**src/rtl/traffic_pkg.sv**
```systemverilog
// Shared light-bus definitions: light codes, lamp one-hot patterns, decoder
// state and fault cause bit positions.
package traffic_pkg;

    localparam logic [2:0] RED           = 3'b000;
    localparam logic [2:0] GREEN         = 3'b001;
    localparam logic [2:0] YELLOW        = 3'b010;
    localparam logic [2:0] LEFT          = 3'b011;
    localparam logic [2:0] GREEN_TWINKLE = 3'b100;

    // car lamps {left, green, yellow, red}; walker lamps {green, red}
    localparam logic [3:0] CAR_RED    = 4'b0001;
    localparam logic [3:0] CAR_YELLOW = 4'b0010;
    localparam logic [3:0] CAR_GREEN  = 4'b0100;
    localparam logic [3:0] CAR_LEFT   = 4'b1000;
    localparam logic [1:0] WALK_RED   = 2'b01;
    localparam logic [1:0] WALK_GREEN = 2'b10;
    localparam logic [1:0] WALK_OFF   = 2'b00;

    typedef enum logic [1:0] {INIT, RUN, FAULT} state_e;

    localparam int FC_ILLEGAL    = 0;
    localparam int FC_H_CONFLICT = 1;
    localparam int FC_V_CONFLICT = 2;
    localparam int FC_CAR_CROSS  = 3;

    function automatic logic car_legal(input logic [2:0] c);
        return c <= GREEN_TWINKLE;
    endfunction

    function automatic logic walker_legal(input logic [2:0] w);
        return (w == RED) || (w == GREEN) || (w == GREEN_TWINKLE);
    endfunction

    function automatic logic [3:0] car_decode(input logic [2:0] c);
        case (c)
            GREEN:   return CAR_GREEN;
            YELLOW:  return CAR_YELLOW;
            LEFT:    return CAR_LEFT;
            default: return CAR_RED;
        endcase
    endfunction

    function automatic logic [1:0] walker_decode(input logic [2:0] w, input logic phase);
        case (w)
            GREEN:         return WALK_GREEN;
            GREEN_TWINKLE: return {phase, 1'b0};
            default:       return WALK_RED;
        endcase
    endfunction

endpackage

```
**src/rtl/traffic_lamp_decoder_if.sv**
```systemverilog
// Encoded light bus from the controller plus the decoded lamp drives and fault status.
interface traffic_lamp_decoder_if;
    logic [2:0] h_car_traffic;
    logic [2:0] h_walker_traffic;
    logic [2:0] v_car_traffic;
    logic [2:0] v_walker_traffic;
    logic [3:0] h_car_lamp;
    logic [3:0] v_car_lamp;
    logic [1:0] h_walker_lamp;
    logic [1:0] v_walker_lamp;
    logic       fault;
    logic [3:0] fault_code;

    modport master (
        output h_car_traffic, h_walker_traffic, v_car_traffic, v_walker_traffic,
        input  h_car_lamp, v_car_lamp, h_walker_lamp, v_walker_lamp, fault, fault_code
    );
    modport slave (
        input  h_car_traffic, h_walker_traffic, v_car_traffic, v_walker_traffic,
        output h_car_lamp, v_car_lamp, h_walker_lamp, v_walker_lamp, fault, fault_code
    );
endinterface

```
**src/rtl/traffic_blink_gen.sv**
```systemverilog
// Free-running blink phase: toggles every BLINK_HALF cycles, starts high out of reset.
module traffic_blink_gen #(
    parameter int BLINK_HALF = 4
) (
    input  logic clk,
    input  logic rst_n,
    output logic phase
);
    localparam int CW = (BLINK_HALF > 1) ? $clog2(BLINK_HALF) : 1;

    logic [CW-1:0] blink_cnt;

    always_ff @(posedge clk or negedge rst_n) begin
        if (!rst_n) begin
            blink_cnt <= '0;
            phase     <= 1'b1;
        end else if (blink_cnt == CW'(BLINK_HALF - 1)) begin
            blink_cnt <= '0;
            phase     <= ~phase;
        end else begin
            blink_cnt <= blink_cnt + 1'b1;
        end
    end
endmodule

```
**src/rtl/traffic_lamp_decoder.sv**
```systemverilog
// Registers the light bus, decodes lamps and forces flashing-yellow fail-safe on violations.
// Define TRAFFIC_FAULT_LATCH_EN to make FAULT terminal (exit only through rst_n).
module traffic_lamp_decoder
    import traffic_pkg::*;
#(
    parameter int BLINK_HALF = 4,
    parameter int FAULT_HOLD = 16
) (
    input  logic                   clk,
    input  logic                   rst_n,
    traffic_lamp_decoder_if.slave  bus
);
    logic [2:0] s1_hc, s1_hw, s1_vc, s1_vw;
    logic       phase;
    state_e     state, state_n;
    logic       init_cnt, init_cnt_n;
    logic [3:0] viol;
    logic [3:0] hc_q, vc_q, hc_n, vc_n, fc_q, fc_n;
    logic [1:0] hw_q, vw_q, hw_n, vw_n;
    logic       fault_q;
`ifndef TRAFFIC_FAULT_LATCH_EN
    localparam int CCW = $clog2(FAULT_HOLD + 1);
    logic [CCW-1:0] clean_cnt, clean_cnt_n;
`endif

    traffic_blink_gen #(.BLINK_HALF(BLINK_HALF)) u_blink (
        .clk   (clk),
        .rst_n (rst_n),
        .phase (phase)
    );

    always_ff @(posedge clk or negedge rst_n) begin
        if (!rst_n) begin
            s1_hc <= RED;
            s1_hw <= RED;
            s1_vc <= RED;
            s1_vw <= RED;
        end else begin
            s1_hc <= bus.h_car_traffic;
            s1_hw <= bus.h_walker_traffic;
            s1_vc <= bus.v_car_traffic;
            s1_vw <= bus.v_walker_traffic;
        end
    end

    always_comb begin
        viol = '0;
        viol[FC_ILLEGAL]    = !car_legal(s1_hc) || !car_legal(s1_vc) ||
                              !walker_legal(s1_hw) || !walker_legal(s1_vw);
        viol[FC_H_CONFLICT] = (s1_hc != RED) && (s1_hw != RED);
        viol[FC_V_CONFLICT] = (s1_vc != RED) && (s1_vw != RED);
        viol[FC_CAR_CROSS]  = (s1_hc != RED) && (s1_vc != RED);
    end

    always_comb begin
        state_n    = state;
        init_cnt_n = 1'b0;
`ifndef TRAFFIC_FAULT_LATCH_EN
        clean_cnt_n = '0;
`endif
        case (state)
            INIT: begin
                if (|viol)         state_n = FAULT;
                else if (init_cnt) state_n = RUN;
                else               init_cnt_n = 1'b1;
            end
            RUN: if (|viol) state_n = FAULT;
            FAULT: begin
`ifndef TRAFFIC_FAULT_LATCH_EN
                // this clean cycle completes the hold window
                if (|viol)                                clean_cnt_n = '0;
                else if (clean_cnt == CCW'(FAULT_HOLD - 1)) state_n = INIT;
                else                                      clean_cnt_n = clean_cnt + 1'b1;
`endif
            end
            default: state_n = INIT;
        endcase
    end

    // Lamps follow the next state so a violation never shows up on the pins.
    always_comb begin
        hc_n = CAR_RED;
        vc_n = CAR_RED;
        hw_n = WALK_RED;
        vw_n = WALK_RED;
        fc_n = '0;
        case (state_n)
            RUN: begin
                hc_n = car_decode(s1_hc);
                vc_n = car_decode(s1_vc);
                hw_n = walker_decode(s1_hw, phase);
                vw_n = walker_decode(s1_vw, phase);
            end
            FAULT: begin
                hc_n = {2'b00, phase, 1'b0};
                vc_n = {2'b00, phase, 1'b0};
                hw_n = WALK_OFF;
                vw_n = WALK_OFF;
                fc_n = ((state == FAULT) ? fc_q : 4'b0) | viol;
            end
            default: ;
        endcase
    end

    always_ff @(posedge clk or negedge rst_n) begin
        if (!rst_n) begin
            state    <= INIT;
            init_cnt <= 1'b0;
            hc_q     <= CAR_RED;
            vc_q     <= CAR_RED;
            hw_q     <= WALK_RED;
            vw_q     <= WALK_RED;
            fc_q     <= '0;
            fault_q  <= 1'b0;
        end else begin
            state    <= state_n;
            init_cnt <= init_cnt_n;
            hc_q     <= hc_n;
            vc_q     <= vc_n;
            hw_q     <= hw_n;
            vw_q     <= vw_n;
            fc_q     <= fc_n;
            fault_q  <= (state_n == FAULT);
        end
    end

`ifndef TRAFFIC_FAULT_LATCH_EN
    always_ff @(posedge clk or negedge rst_n) begin
        if (!rst_n) clean_cnt <= '0;
        else        clean_cnt <= clean_cnt_n;
    end
`endif

    assign bus.h_car_lamp    = hc_q;
    assign bus.v_car_lamp    = vc_q;
    assign bus.h_walker_lamp = hw_q;
    assign bus.v_walker_lamp = vw_q;
    assign bus.fault         = fault_q;
    assign bus.fault_code    = fc_q;
endmodule

```
**src/flat_wrapper.sv**
```systemverilog
// flat-port wrapper written by rule: the top's interface ports become plain ports
module traffic_lamp_decoder_flat import traffic_pkg::*;
#(
    parameter int BLINK_HALF = 4,
    parameter int FAULT_HOLD = 16
)
  (clk, rst_n, bus_h_car_traffic, bus_h_walker_traffic, bus_v_car_traffic, bus_v_walker_traffic, bus_h_car_lamp, bus_v_car_lamp, bus_h_walker_lamp, bus_v_walker_lamp, bus_fault, bus_fault_code);
  traffic_lamp_decoder_if bus_i ();
  input  logic clk;
  input  logic rst_n;
  input wire logic [$bits(bus_i.h_car_traffic)-1:0] bus_h_car_traffic;
  input wire logic [$bits(bus_i.h_walker_traffic)-1:0] bus_h_walker_traffic;
  input wire logic [$bits(bus_i.v_car_traffic)-1:0] bus_v_car_traffic;
  input wire logic [$bits(bus_i.v_walker_traffic)-1:0] bus_v_walker_traffic;
  output wire logic [$bits(bus_i.h_car_lamp)-1:0] bus_h_car_lamp;
  output wire logic [$bits(bus_i.v_car_lamp)-1:0] bus_v_car_lamp;
  output wire logic [$bits(bus_i.h_walker_lamp)-1:0] bus_h_walker_lamp;
  output wire logic [$bits(bus_i.v_walker_lamp)-1:0] bus_v_walker_lamp;
  output wire logic [$bits(bus_i.fault)-1:0] bus_fault;
  output wire logic [$bits(bus_i.fault_code)-1:0] bus_fault_code;
  assign bus_i.h_car_traffic = bus_h_car_traffic;
  assign bus_i.h_walker_traffic = bus_h_walker_traffic;
  assign bus_i.v_car_traffic = bus_v_car_traffic;
  assign bus_i.v_walker_traffic = bus_v_walker_traffic;
  assign bus_h_car_lamp = bus_i.h_car_lamp;
  assign bus_v_car_lamp = bus_i.v_car_lamp;
  assign bus_h_walker_lamp = bus_i.h_walker_lamp;
  assign bus_v_walker_lamp = bus_i.v_walker_lamp;
  assign bus_fault = bus_i.fault;
  assign bus_fault_code = bus_i.fault_code;
  traffic_lamp_decoder #(.BLINK_HALF(BLINK_HALF), .FAULT_HOLD(FAULT_HOLD)) u_core (.clk(clk), .rst_n(rst_n), .bus(bus_i));
endmodule
```
**config.mk**
```make
export PLATFORM = sky130hd
export DESIGN_NAME = traffic_lamp_decoder_flat
export DESIGN_NICKNAME = d
export VERILOG_FILES = /design/src/rtl/traffic_pkg.sv /design/src/rtl/traffic_lamp_decoder_if.sv /design/src/rtl/traffic_blink_gen.sv /design/src/rtl/traffic_lamp_decoder.sv /design/src/flat_wrapper.sv
export SDC_FILE = /design/constraint.sdc
export NUM_CORES = 1
export LEC_CHECK = 0
export CORE_ASPECT_RATIO = 1.2
export CORE_MARGIN = 10
export CORE_UTILIZATION = 40
export CTS_BUF_LIST = sky130_fd_sc_hd__clkbuf_2 sky130_fd_sc_hd__clkbuf_4 sky130_fd_sc_hd__clkbuf_8
export CTS_CLUSTER_DIAMETER = 80
export DETAILED_ROUTE_END_ITERATION = 10
export PLACE_DENSITY = 0.66
export SYNTH_ARGS = -nofsm -noshare
export SYNTH_HDL_FRONTEND = slang
export SYNTH_HIERARCHICAL = 1
export SYNTH_SLANG_ARGS = --single-unit
```
**constraint.sdc**
```tcl
create_clock -name clk -period 3 [get_ports clk]
set_input_delay 0.3 -clock clk [delete_from_list [all_inputs] [get_ports clk]]
set_output_delay 0.3 -clock clk [all_outputs]
set_load 0.02 [all_outputs]
```
==> out/metrics.cfg, run 1 <==
[timing]
slew_headroom=0.442
setup_viol=0
skew_ns=0.00705
rsz0062_at_grt=no
period_share=0.890
timing.hold.ws_ns=0.119
finalCriticalPeriod_ns=2.67
slew_viol_final=0
hold_viol_final=0
fmax_ghz=0.375
setup_tns_ns=0
worstMarginPinSlew_ns=0.837

[synth]
syn_nets=139
synth_edf_count=0
synth_top_family_by_area=simple AND/OR/NAND/NOR gates
synth_top_area_cell=dfrtp_1
synthSimpleGateAreaFrac=0.182
synth_fa_ha_area_frac=0.0319
synthTopCellsByArea=dfrtp_1 (56%), dfstp_2 (8.4%), ha_1 (3.2%)
ys_types=33
ys_seq_area_frac=0.643
synth_compound_area_frac=0.0990
syn_inst=121
netlist_area_um2=1570
ys_ff_latch=40
yosys.area.top_type_share=0.559
avgSynthCellArea_um2=12.9
synth-main-ff-cell=dfrtp_1
yosysMostFrequentCell=dfrtp_1
async_flop_share=1.00
synth_mux_area_frac=0.00639
synth_common_cells=dfrtp_1 (35), nand2_1 (9)
synth_xor_area_frac=0.0280
yosysWarnings=6

[setup_path]
worst-path-max-fanout=10
worstSetupPathType=flop to flop
critPathRequiredTime_ns=3.17
cp_slowest_cell=or4_1
worstPathArrival_ns=2.84
reg2regPathDepth=7
r2r_slack_ns=0.33
worstPathCellList=or3_4, o31ai_4, nand3_4, or4_1, ha_1, nand2b_1, nor4bb_1
critical-path-max-stage-delay_ns=0.54
crit_path_start_kind=flop
cp-endpoint=u_core/bus.h_car_lamp[3]$_DFF_PN0_
r2r-start=u_core/s1_hc[0]$_DFF_PN0_
worstSetupStartpoint=u_core/s1_hc[0]$_DFF_PN0_
worstReg2RegEnd=u_core/bus.h_car_lamp[3]$_DFF_PN0_
cp-end-kind=flop

[cells_and_area]
fill_cells=336
syn2layout_area_growth_pct=29.7
multi_input_area_um2=544
antenna_cells=0
fin_nets=177
regArea_um2=1010
final_layout_size_suffix_gt1_frac=0.144
final_core_util=0.550

[grt]
grt_antenna_before_repair=0
gr-total-overflow=0
grt_max_degree=41
first_global_vias=1173
grt_pass1_wl_um=5360
gr-usage-all-layers=0.0991

[routing]
routed_wl_um=3140
drc=0
via_per_inst=4.97
final_antenna_net_count=0
post_drt_wl_per_cell_um=14.8
first_pass_iters=4
drtIter0Drc=52
dr_total_vias=1053

[power]
powerDensity_nw_per_um2=479
ir_drop_mv=0.351
p_total_mw=0.972
p_leak_nw=0.864

[run]
drv_cap=0

[floorplanning]
die_h_um=88.6
start_util=0.424
die-area_um2=6830
die_w_um=77.1
io_pins=31
core_area_um2=3690
rows=24

[clock_tree]
clkTransAtPathRegs_ns=0.07
post_cts_buffers=0
post_cts_resized=0
cts_made_buffers=5
cts_tree=built
cts_buffer_depth=2
h-tree-depth=2
cts_hold_buf=0
clock_latency_ns=0.28
clock-root-buffer=clkbuf_8
cts.sink_count=40

[placed_design]
hpwl_um=2420
gp_routability_congestion=0.770
numPortBuffers=30

[worst_hold_path]
hp-class=input port to async pin

[run_status]
status=finished clean

==> critical path, delay by kind of cell (launching register included) <==
kind / cells / cell delay (ns)
AO/OA/AOI/OAI: 1 / 0.08
adder cells (fa/ha/maj): 1 / 0.34
AND/OR/NAND/NOR: 5 / 1.71
flip-flops: 1 / 0.42
==> per-layer routing <==
metal / wire length [um] / share of wire / track usage / vias to the layer above
li1: - / - / - / 503
met1: 1180 / 0.38 / 0.0969 / 523
met2: 1740 / 0.55 / 0.183 / 22
met3: 166 / 0.053 / 0.0406 / 5
met4: 50 / 0.016 / 0.0399 / 0
met5: 0 / 0 / 0 / -
==> cells by family (layout without fill, tap and decap cells) <==
kind of cell	count (synthesis)	in the layout
AND/OR/NAND/NOR	46	46
flip-flops	40	40
AO/OA/AOI/OAI	21	21
XOR/XNOR	5	5
adder cells (fa/ha/maj)	4	4
buffers and inverters	4	43
multiplexers	1	1
==> through the flow <==
stage / setup WS (ns) / std cells / area (um2)
2_1_floorplan: 0.619 / 121 / 1570
3_3_place_gp: 0.433 / 204 / 1930
3_5_place_dp: 0.346 / 204 / 1930
4_1_cts: 0.322 / 212 / 2030
5_1_grt: 0.190 / 212 / 2030
6_report: 0.330 / 212 / 2030
==> cells in the final DEF, fill, tap and decap left out, types with 5 or more instances in the layout <==
cell type / count
a21oi_1: 5
clkbuf_8: 6
clkdlybuf4s50_1: 29
dfrtp_1: 35
dfstp_2: 5
nand2_1: 9
nor4_1: 5
o21ai_0: 5
==> flip-flops by register name, indices dropped and copies added (netlist names), 3 cells and up <==
name	cells
u_core/clean_cnt	5
u_core/bus.h_car_lamp	4
u_core/s1_hc	3
u_core/bus.fault_code	4
u_core/bus.v_car_lamp	4
u_core/s1_vw	3
u_core/s1_vc	3
u_core/s1_hw	3
==> how the worst min path moves through the flow <==
stage	start	end	slack, ns	cells past startpoint
2_1_floorplan	rst_n	u_core/bus.fault$_DFF_PN0_	0.004	0
3_3_place_gp	u_core/u_blink/blink_cnt[0]$_DFF_PN0_	u_core/u_blink/blink_cnt[0]$_DFF_PN0_	0.41	1
3_5_place_dp	u_core/u_blink/blink_cnt[0]$_DFF_PN0_	u_core/u_blink/blink_cnt[0]$_DFF_PN0_	0.42	1
4_1_cts	rst_n	u_core/clean_cnt[3]$_DFF_PN0_	0.14	1
5_1_grt	rst_n	u_core/bus.fault_code[0]$_DFF_PN0_	0.19	1
6_report	rst_n	u_core/clean_cnt[0]$_DFF_PN0_	0.12	1
==> power by group <==
part	switching, mW	internal (mW)	total (mW)
Combinational	0.0205	0.0239	0.0444
Sequential	0.0124	0.548	0.560
Clock	0.163	0.205	0.368
Total	0.195	0.777	0.972
==> cell type report <==
type,instances,area share
flip-flops and latches,40,0.496
multi-input cells,77,0.268
repair buffers,31,0.149
clock buffers,8,0.0480
well taps,52,0.0320
inverters,4,0.00739
Power figures use the tool's default switching activity.
==> run 2, diff against run 1 <==
clock period = 3.1 ns   (was 3 ns; I/O delays follow)
==> run 2 against run 1 <==
Against the previous run:
- combinational power decreased by 3%
- hold slack is essentially flat
- count of clock-buffer cells in the layout is 1 lower
- non-clock buffer count is the same
- highest routed layer unchanged
- largest cell class unchanged
- global-route usage grew 0.48 points
- largest power group unchanged
- clock power grew 24%
==> out/metrics.cfg, run 2 (synthesis results as in run 1) <==
[run_status]
status=finished clean

[routing]
via_per_inst=5.09  ; +2.5%
first_pass_iters=4  ; unchanged
drc=0  ; unchanged
post_drt_wl_per_cell_um=15.6  ; +5.0%
dr_total_vias=1079  ; +2.5%
routed_wl_um=3300  ; +5.0%
drtIter0Drc=63  ; +21%
final_antenna_net_count=0  ; unchanged

[cells_and_area]
fin_nets=177  ; unchanged
max_flop_register=u_core/clean_cnt
fin_area_um2=2060  ; +1.4%
final_layout_size_suffix_gt1_frac=0.144  ; unchanged
final_core_util=0.558  ; +0.00779
final_common_cell=dfrtp_1
syn2layout_area_growth_pct=31.5
largest_reg_flops=5  ; unchanged
mostFrequentLayoutCells=dfrtp_1 (35), clkdlybuf4s50_1 (29), nand2_1 (9), clkbuf_8 (7)
antenna_cells=0  ; unchanged

[clock_tree]
post_cts_resized=0  ; unchanged
clock-root-buffer=clkbuf_8
cts_tree=built
cts_made_buffers=5  ; unchanged
cts_buffer_depth=2  ; unchanged
clkTransAtPathRegs_ns=0.08  ; about the same
clock_latency_ns=0.29  ; about the same
post_cts_buffers=0  ; unchanged
cts_hold_buf=0  ; unchanged
h-tree-depth=2  ; unchanged
cts.sink_count=40  ; unchanged

[power]
p_total_mw=1.04  ; +7.3%
powerDensity_nw_per_um2=506  ; +5.8%
ir_drop_mv=0.383  ; +9.3%
p_leak_nw=0.877  ; +1.4%

[setup_path]
cp-end-kind=flop
crit_path_start_kind=flop
worstSetupPathType=flop to flop
critPathRequiredTime_ns=3.27  ; +0.10 ns
worstPathArrival_ns=2.90  ; +0.06 ns
worst-path-max-fanout=10  ; unchanged

[grt]
grt_max_degree=41  ; unchanged
gr-total-overflow=0  ; unchanged
gr-usage-all-layers=0.104  ; +0.00480
grt_pass1_wl_um=5650  ; +5.4%
grt_antenna_before_repair=0  ; unchanged
first_global_vias=1190  ; +1.4%

[timing]
skew_ns=0.00899  ; +0.00194 ns
period_share=0.881  ; -0.00937
timing.hold.ws_ns=0.119  ; +0.000171 ns
finalCriticalPeriod_ns=2.73  ; +0.0599 ns
slew_viol_final=0  ; unchanged
rsz0062_at_grt=no
setup_tns_ns=0  ; unchanged
slew_headroom=0.438  ; -0.00406
hold_viol_final=0  ; unchanged
setup_viol=0  ; unchanged
worstMarginPinSlew_ns=0.843  ; +0.00609 ns
fmax_ghz=0.366  ; -2.2%

[placed_design]
numPortBuffers=30  ; unchanged
gp_routability_congestion=0.766  ; -0.51%
hpwl_um=2450  ; +1.1%
place_area_um2=1930  ; unchanged

[floorplanning]
die_h_um=88.6  ; unchanged
die_w_um=77.1  ; unchanged
die-area_um2=6830  ; unchanged
io_pins=31  ; unchanged
start_util=0.424  ; unchanged
rows=24  ; unchanged
core_area_um2=3690  ; unchanged

[run]
drv_cap=0  ; unchanged

[worst_hold_path]
hp-class=input port to async pin

==> run 2: cell count changes in the layout (fill, tap and decap cells not counted) <==
| cell | before | now |
|---|---|---|
| clkbuf_4 | 2 | 0 |
| clkbuf_8 | 6 | 7 |
| bufinv_16 | 0 | 1 |
==> run 2: area by class of cell <==
type	count	area, um2
timing repair buffer	31	303
clock inverter	1	30.0
tap	52	65.1
inverter	4	15.0
clock buffer	7	96.3
fill	314	1630
sequential	40	1010
multi-input combinational	77	544
==> run 2: final timing paths <==
check / start / to / slack [ns] / cells after the start
setup / recovery: u_core/s1_vc[2]$_DFF_PN0_ / u_core/bus.h_car_lamp[3]$_DFF_PN0_ / 0.37 / 7
hold / removal: rst_n / u_core/clean_cnt[2]$_DFF_PN0_ / 0.12 / 1
setup reg to reg: u_core/s1_vc[2]$_DFF_PN0_ / u_core/bus.h_car_lamp[3]$_DFF_PN0_ / 0.37 / 7
hold reg to reg: u_core/u_blink/blink_cnt[0]$_DFF_PN0_ / u_core/u_blink/blink_cnt[0]$_DFF_PN0_ / 0.42 / 1
max in group asynchronous: rst_n / u_core/bus.h_car_lamp[3]$_DFF_PN0_ / 2.46 / 1
min in group clk: u_core/u_blink/blink_cnt[0]$_DFF_PN0_ / u_core/u_blink/blink_cnt[0]$_DFF_PN0_ / 0.42 / 1
==> run 2: metal layers <==
layer  share of wire  GRT usage  vias to the layer above
li1                -          -                      501
met2            0.54      0.188                       31
met5               0          0                        -
met1            0.39      0.104                      542
met3           0.055     0.0396                        5
met4           0.015     0.0482                        0
==> run 2: metrics by stage <==
stage	std cells	worst slack, ns
final	212	0.370
after global routing	212	0.220
after CTS	212	0.380
after detailed placement	204	0.413
after global placement	204	0.529
after floorplan	121	0.719
==> run 2: power breakdown <==
| group | switching [mW] | leakage (nW) | internal [mW] | total (mW) |
|---|---|---|---|---|
| clock | 0.174 | 0.0645 | 0.284 | 0.458 |
| sequential | 0.0124 | 0.477 | 0.530 | 0.542 |
| combinational | 0.0200 | 0.335 | 0.0231 | 0.0432 |
==> run 2: worst max-delay path, cell delays in order (launching register included) <==
cell      delay [ns]
dfrtp_1         0.43
or3_4           0.43
o31ai_4         0.08
nand3_4         0.16
or4_1           0.54
ha_1            0.34
nand2b_1        0.24
nor4bb_1        0.38
